## src/rtl/riscv_pkg.sv

```systemverilog
// Shared types and default sizing for the decode/execute issue controller.
package riscv_pkg;
    typedef enum logic {RUN = 1'b0, DRAIN = 1'b1} issue_state_e;

    localparam int REG_IDX_W        = 5;
    localparam int DEF_NUM_REGS     = 32;
    localparam int DEF_CNT_W        = 2;
    localparam int DEF_MAX_INFLIGHT = 4;
endpackage

```

## src/rtl/issue_hazard_ctrl_reg_scoreboard.sv

```systemverilog
// Per-register pending-write counters with busy/saturation lookup for the
// instruction currently sitting in decode.
module reg_scoreboard
    import riscv_pkg::*;
#(
    parameter int NUM_REGS = DEF_NUM_REGS,
    parameter int CNT_W    = DEF_CNT_W
) (
    input  logic                 clk,
    input  logic                 rst,
    input  logic [REG_IDX_W-1:0] rs1,
    input  logic [REG_IDX_W-1:0] rs2,
    input  logic [REG_IDX_W-1:0] rd,
    input  logic                 inc_en,
    input  logic                 wb_valid,
    input  logic [REG_IDX_W-1:0] wb_rd,
    output logic                 rs1_busy,
    output logic                 rs2_busy,
    output logic                 rd_sat
);
    localparam logic [CNT_W-1:0] CNT_MAX = '1;

    logic [NUM_REGS-1:0][CNT_W-1:0] pend_q, pend_d;
    logic [NUM_REGS-1:0]            inc_vec, dec_vec;

    // Entry 0 never gets an inc/dec, so x0 always reads as idle.
    always_comb begin
        inc_vec = '0;
        dec_vec = '0;
        for (int r = 1; r < NUM_REGS; r++) begin
            inc_vec[r] = inc_en && (rd == REG_IDX_W'(r));
            dec_vec[r] = wb_valid && (wb_rd == REG_IDX_W'(r)) && (pend_q[r] != '0);
        end
    end

    always_comb begin
        pend_d = pend_q;
        for (int r = 1; r < NUM_REGS; r++) begin
            if (inc_vec[r] && !dec_vec[r])
                pend_d[r] = pend_q[r] + CNT_W'(1);
            else if (dec_vec[r] && !inc_vec[r])
                pend_d[r] = pend_q[r] - CNT_W'(1);
        end
        pend_d[0] = '0;
    end

    always_ff @(posedge clk or posedge rst) begin
        if (rst) pend_q <= '0;
        else     pend_q <= pend_d;
    end

    assign rs1_busy = (pend_q[rs1] != '0);
    assign rs2_busy = (pend_q[rs2] != '0);
    assign rd_sat   = (pend_q[rd] == CNT_MAX);

    // A writeback must always match an outstanding write.
    always_ff @(posedge clk) begin
        if (!rst && wb_valid && (wb_rd != '0))
            assert (pend_q[wb_rd] != '0);
    end
endmodule

```

## src/rtl/issue_hazard_ctrl.sv

```systemverilog
// Decode->execute issue gating: RAW/saturation stalls, in-flight cap,
// branch flush and a drain handshake for fence/CSR sequencing.
module issue_hazard_ctrl
    import riscv_pkg::*;
#(
    parameter int  NUM_REGS     = DEF_NUM_REGS,
    parameter int  CNT_W        = DEF_CNT_W,
    parameter int  MAX_INFLIGHT = DEF_MAX_INFLIGHT,
    localparam int IF_W         = $clog2(MAX_INFLIGHT + 1)
) (
    input  logic                 clk,
    input  logic                 rst,
    input  logic                 dec_valid,
    output logic                 dec_ready,
    input  logic [REG_IDX_W-1:0] dec_rs1,
    input  logic [REG_IDX_W-1:0] dec_rs2,
    input  logic                 dec_rs1_used,
    input  logic                 dec_rs2_used,
    input  logic [REG_IDX_W-1:0] dec_rd,
    input  logic                 dec_rd_we,
    output logic                 ex_valid,
    input  logic                 ex_ready,
    input  logic                 wb_valid,
    input  logic [REG_IDX_W-1:0] wb_rd,
    input  logic                 retire_nowr,
    input  logic                 flush,
    input  logic                 drain_req,
    output logic                 drain_done,
    output logic                 stall_raw,
    output logic [IF_W-1:0]      inflight_cnt
);
    issue_state_e    state_q, state_d;
    logic [IF_W-1:0] inflight_q, inflight_d;
    logic [IF_W:0]   cnt_sum, ret_n;
    logic            rs1_busy, rs2_busy, rd_sat;
    logic            hazard, issue_ok, issue;

    reg_scoreboard #(.NUM_REGS(NUM_REGS), .CNT_W(CNT_W)) u_sb (
        .clk      (clk),
        .rst      (rst),
        .rs1      (dec_rs1),
        .rs2      (dec_rs2),
        .rd       (dec_rd),
        .inc_en   (issue && dec_rd_we),
        .wb_valid (wb_valid),
        .wb_rd    (wb_rd),
        .rs1_busy (rs1_busy),
        .rs2_busy (rs2_busy),
        .rd_sat   (rd_sat)
    );

    assign hazard = (dec_rs1_used && rs1_busy) || (dec_rs2_used && rs2_busy) ||
                    (dec_rd_we && rd_sat);

    always_comb begin
        ex_valid   = 1'b0;
        dec_ready  = 1'b0;
        drain_done = 1'b0;
        state_d    = state_q;
        issue_ok   = dec_valid && !hazard && !flush && (inflight_q < IF_W'(MAX_INFLIGHT));
        case (state_q)
            RUN: begin
                // Flush wins: decode drops its instruction without issuing it.
                if (flush) begin
                    dec_ready = 1'b1;
                end else if (issue_ok) begin
                    ex_valid  = 1'b1;
                    dec_ready = ex_ready;
                end
                if (drain_req) state_d = DRAIN;
            end
            DRAIN: begin
                drain_done = (inflight_q == '0);
                if (!drain_req) state_d = RUN;
            end
            default: state_d = RUN;
        endcase
        if (rst) begin
            ex_valid   = 1'b0;
            dec_ready  = 1'b0;
            drain_done = 1'b0;
        end
    end

    assign issue     = ex_valid && ex_ready;
    assign stall_raw = dec_valid && hazard && (state_q == RUN);

    // One issue and up to two retires can land in the same cycle.
    always_comb begin
        ret_n   = (IF_W+1)'(wb_valid) + (IF_W+1)'(retire_nowr);
        cnt_sum = {1'b0, inflight_q} + (IF_W+1)'(issue);
        if (cnt_sum >= ret_n) cnt_sum = cnt_sum - ret_n;
        else                  cnt_sum = '0;
        inflight_d = cnt_sum[IF_W-1:0];
    end

    always_ff @(posedge clk or posedge rst) begin
        if (rst) begin
            state_q    <= RUN;
            inflight_q <= '0;
        end else begin
            state_q    <= state_d;
            inflight_q <= inflight_d;
        end
    end

    always_ff @(posedge clk) begin
        if (!rst)
            assert ({1'b0, inflight_q} + (IF_W+1)'(issue) >= ret_n);
    end

    assign inflight_cnt = inflight_q;
endmodule

```

## config.mk

```make
export PLATFORM = sky130hd
export DESIGN_NAME = issue_hazard_ctrl
export DESIGN_NICKNAME = d
export VERILOG_FILES = /design/src/rtl/riscv_pkg.sv /design/src/rtl/issue_hazard_ctrl_reg_scoreboard.sv /design/src/rtl/issue_hazard_ctrl.sv
export SDC_FILE = /design/constraint.sdc
export NUM_CORES = 1
export LEC_CHECK = 0
export ABC_AREA = 1
export CAP_MARGIN = 30
export CORE_ASPECT_RATIO = 0.7
export CORE_MARGIN = 1
export CORE_UTILIZATION = 30
export DETAILED_ROUTE_END_ITERATION = 10
export PLACE_DENSITY = 0.55
export SLEW_MARGIN = 20
export SYNTH_ARGS = -nofsm -noshare
export SYNTH_HDL_FRONTEND = slang
export SYNTH_SLANG_ARGS = --single-unit
```

## constraint.sdc

```tcl
create_clock -name clk -period 6.29 [get_ports clk]
set_clock_uncertainty 0.05 [all_clocks]
set_input_delay 1.258 -clock clk [delete_from_list [all_inputs] [get_ports clk]]
set_output_delay 1.258 -clock clk [all_outputs]
set_load 0.02 [all_outputs]
```

==> out/metrics.cfg <==
[routing]
num_vias=5246
wl_per_cell_um=16.9
detailedRoute.firstIterationViolations=528
drt_drc_violations_left=0
firstDrtPassIters=5
postRouteAntennaNets=0
detail_route.wirelength_um=18500
drt-vias-per-instance=4.81

[setup_path]
path_max_fanout=19
end_kind=primary output
cp-startpoint=dec_rd[1]
worst-endpoint-required_ns=4.98
reg2reg_slack_ns=2.54
cp-start-kind=input pin
path_class=in -> out
worstPathArrival_ns=4.31
worst_r2r_startpoint=u_sb.pend_q[22]

[synthesis]
synthArstFlopShare_pct=100
syn_inst=813
synth_enable_flop_cells=0
synthFlopType=sky130_fd_sc_hd__dfrtp_1
ys_warn_count=0
postSynthAreaPerCell_um2=6.83
syn-cell-area_mm2=0.00555
synth_fp_nets=881
ys_ff_latch=66
ys_seq_area_share_pct=29.8
synth.distinct_cells=27

[finish]
drive_gt1_share_pct=8.30
mostFrequentLayoutCells=207 x sky130_fd_sc_hd__nand2_1, 96 x sky130_fd_sc_hd__nand3_1, 95 x sky130_fd_sc_hd__inv_1
layout-area-overhead-vs-synth_pct=16.3
nNetsFinal=918
layout.cells.most_common=sky130_fd_sc_hd__nand2_1
num_antenna_cells=0
postLayoutCellArea_mm2=0.00645

[sta]
max-slew-margin-rel_pct=42.1
final.period_utilization_pct=89.3
hold_violations=0
worst_pin_slew_ns=0.869
rsz0062_at_grt=no
final-max-slew-violation-count=0
finalSetupViolCount=0
holdWs_ns=0.413
period_needed_ns=5.62
setup_total_neg_slack_ns=0
fmax_mhz=178

[status]
status=completed

[floorplan]
die-height_um=116
start_util_pct=30.7
die_width_um=165
die_area_mm2=0.0191
fp-row-count=41
floorplan.core_area_mm2=0.0181
design.portCount=38

[clock_tree]
cts_buffers=9
cts_num_sinks=66
cts_tree=done
post_cts_resize_count=0
cts_max_level=3
worstSkewPairLatency_ns=0.35
cts_setup_buffers=0
holdBufCountCts=0
max-clock-path-buffers=2
clock-root-buffer=sky130_fd_sc_hd__clkbuf_16
clock_pin_slew_worst_setup_and_hold_paths_ns=0.06

[global_routing]
first_global_vias=5016
grt-busiest-layer=met1
grt_start_max_net_pins=64
grt_met3_use_pct=4.44
grt.overflow.total=0
met1_usage_pct=32.9
globalRouteMet2Util_pct=27.7
grt_antenna_before_repair=0
first_pass_grt_wire_length_um=29000
total_routing_usage_reported_by_global_routing_pct=20.7

[place]
io_buffers=37
place_area_mm2=0.00615
dp_hpwl_um=14500
place_congestion=1.01

[power]
power.static_leakage_nw=2.99
p_per_area_mw_per_mm2=319
peakVddDrop_v=0.000140

[min_path]
holdCritPathClass=reg -> reg
min-delay-start=u_sb.pend_q[40]

[job]
number_of_violations_of_the_max_capacitance_limit=0

==> flip-flops by register name, indices dropped and copies added, names as in the netlist <==
register and flops:
u_sb.pend_q 62, inflight_cnt 3, state_q 1
==> power by group <==
group | internal [mW] | leakage [nW] | switching (mW)
logic | 0.275 | 2.05 | 0.501
clock network | 0.318 | 0.141 | 0.212
registers | 0.595 | 0.795 | 0.157
==> cells in the mapped netlist, drive strengths merged (2+ instances only) <==
master / instances / area share (%)
or2: 2 / 0.23
nand3b: 4 / 0.54
dfrtp: 66 / 30
clkbuf: 11 / 0.77
o21ai: 55 / 5.0
nand3: 96 / 8.7
xor2: 26 / 4.1
a21oi: 40 / 3.6
xnor2: 38 / 6.0
nand2: 207 / 14
nor2: 114 / 9.3
inv: 100 / 6.8
buf: 12 / 2.0
ha: 36 / 8.1
==> path summary, 6_finish.rpt <==
check,end,cells past startpoint
setup / recovery,stall_raw,15
hold / removal,u_sb.pend_q[40],1
setup reg to reg,inflight_cnt[2],16
hold reg to reg,u_sb.pend_q[40],1
max in group asynchronous,u_sb.pend_q[61],3
min in group asynchronous,inflight_cnt[1],2
==> critical path, cell delays in order <==
cell and delay (ns):
sky130_fd_sc_hd__clkdlybuf4s50_1 0.83, sky130_fd_sc_hd__nor2_2 0.62, sky130_fd_sc_hd__nand2_1 0.11, sky130_fd_sc_hd__nand3_1 0.09, sky130_fd_sc_hd__nand2_1 0.07, sky130_fd_sc_hd__nand2_1 0.06
sky130_fd_sc_hd__o21ai_0 0.07, sky130_fd_sc_hd__nand2_1 0.07, sky130_fd_sc_hd__nand2_1 0.06, sky130_fd_sc_hd__nor2_1 0.17, sky130_fd_sc_hd__nor2_4 0.08, sky130_fd_sc_hd__inv_1 0.07
sky130_fd_sc_hd__nand2_1 0.05, sky130_fd_sc_hd__nor2_1 0.08, sky130_fd_sc_hd__clkdlybuf4s50_1 0.60
==> per-stage QoR <==
step / total power, mW / setup slack (ns) / cells / utilization [%]
after floorplan: 1.24 / 2.09 / 813 / -
after global placement: 1.51 / 0.678 / 1075 / 34.1
after detailed placement: 1.51 / 0.715 / 1075 / 34.1
after CTS: 2.05 / 0.702 / 1091 / 35.7
after global routing: 2.20 / 0.395 / 1091 / 35.7
final: 2.06 / 0.671 / 1091 / 35.7
==> metal layers <==
layer | routed length, um | part of all wire (%)
met4 | 223 | 1.2
met3 | 1450 | 7.9
met5 | 0 | 0
met2 | 6850 | 37
met1 | 9920 | 54
==> cells by family after synthesis <==
family / after synthesis / synth area share, %
and+or+nand+nor: 427 / 33.5
buffers and inverters: 123 / 9.49
AOI/OAI and AO/OA: 96 / 8.72
DFF: 66 / 29.8
xor gates and xnor gates: 64 / 10.1
adders and majority gates: 37 / 8.48
==> area by class of cell <==
type,instances,area (um2)
fillers,2026,11600
multi-input cells,624,3370
flip-flops and latches,66,1650
repair buffers,49,455
inverters,100,375
well taps,236,295
clock buffers,10,239
clock inverters,6,66.3
(Power assumes the default switching activity.)
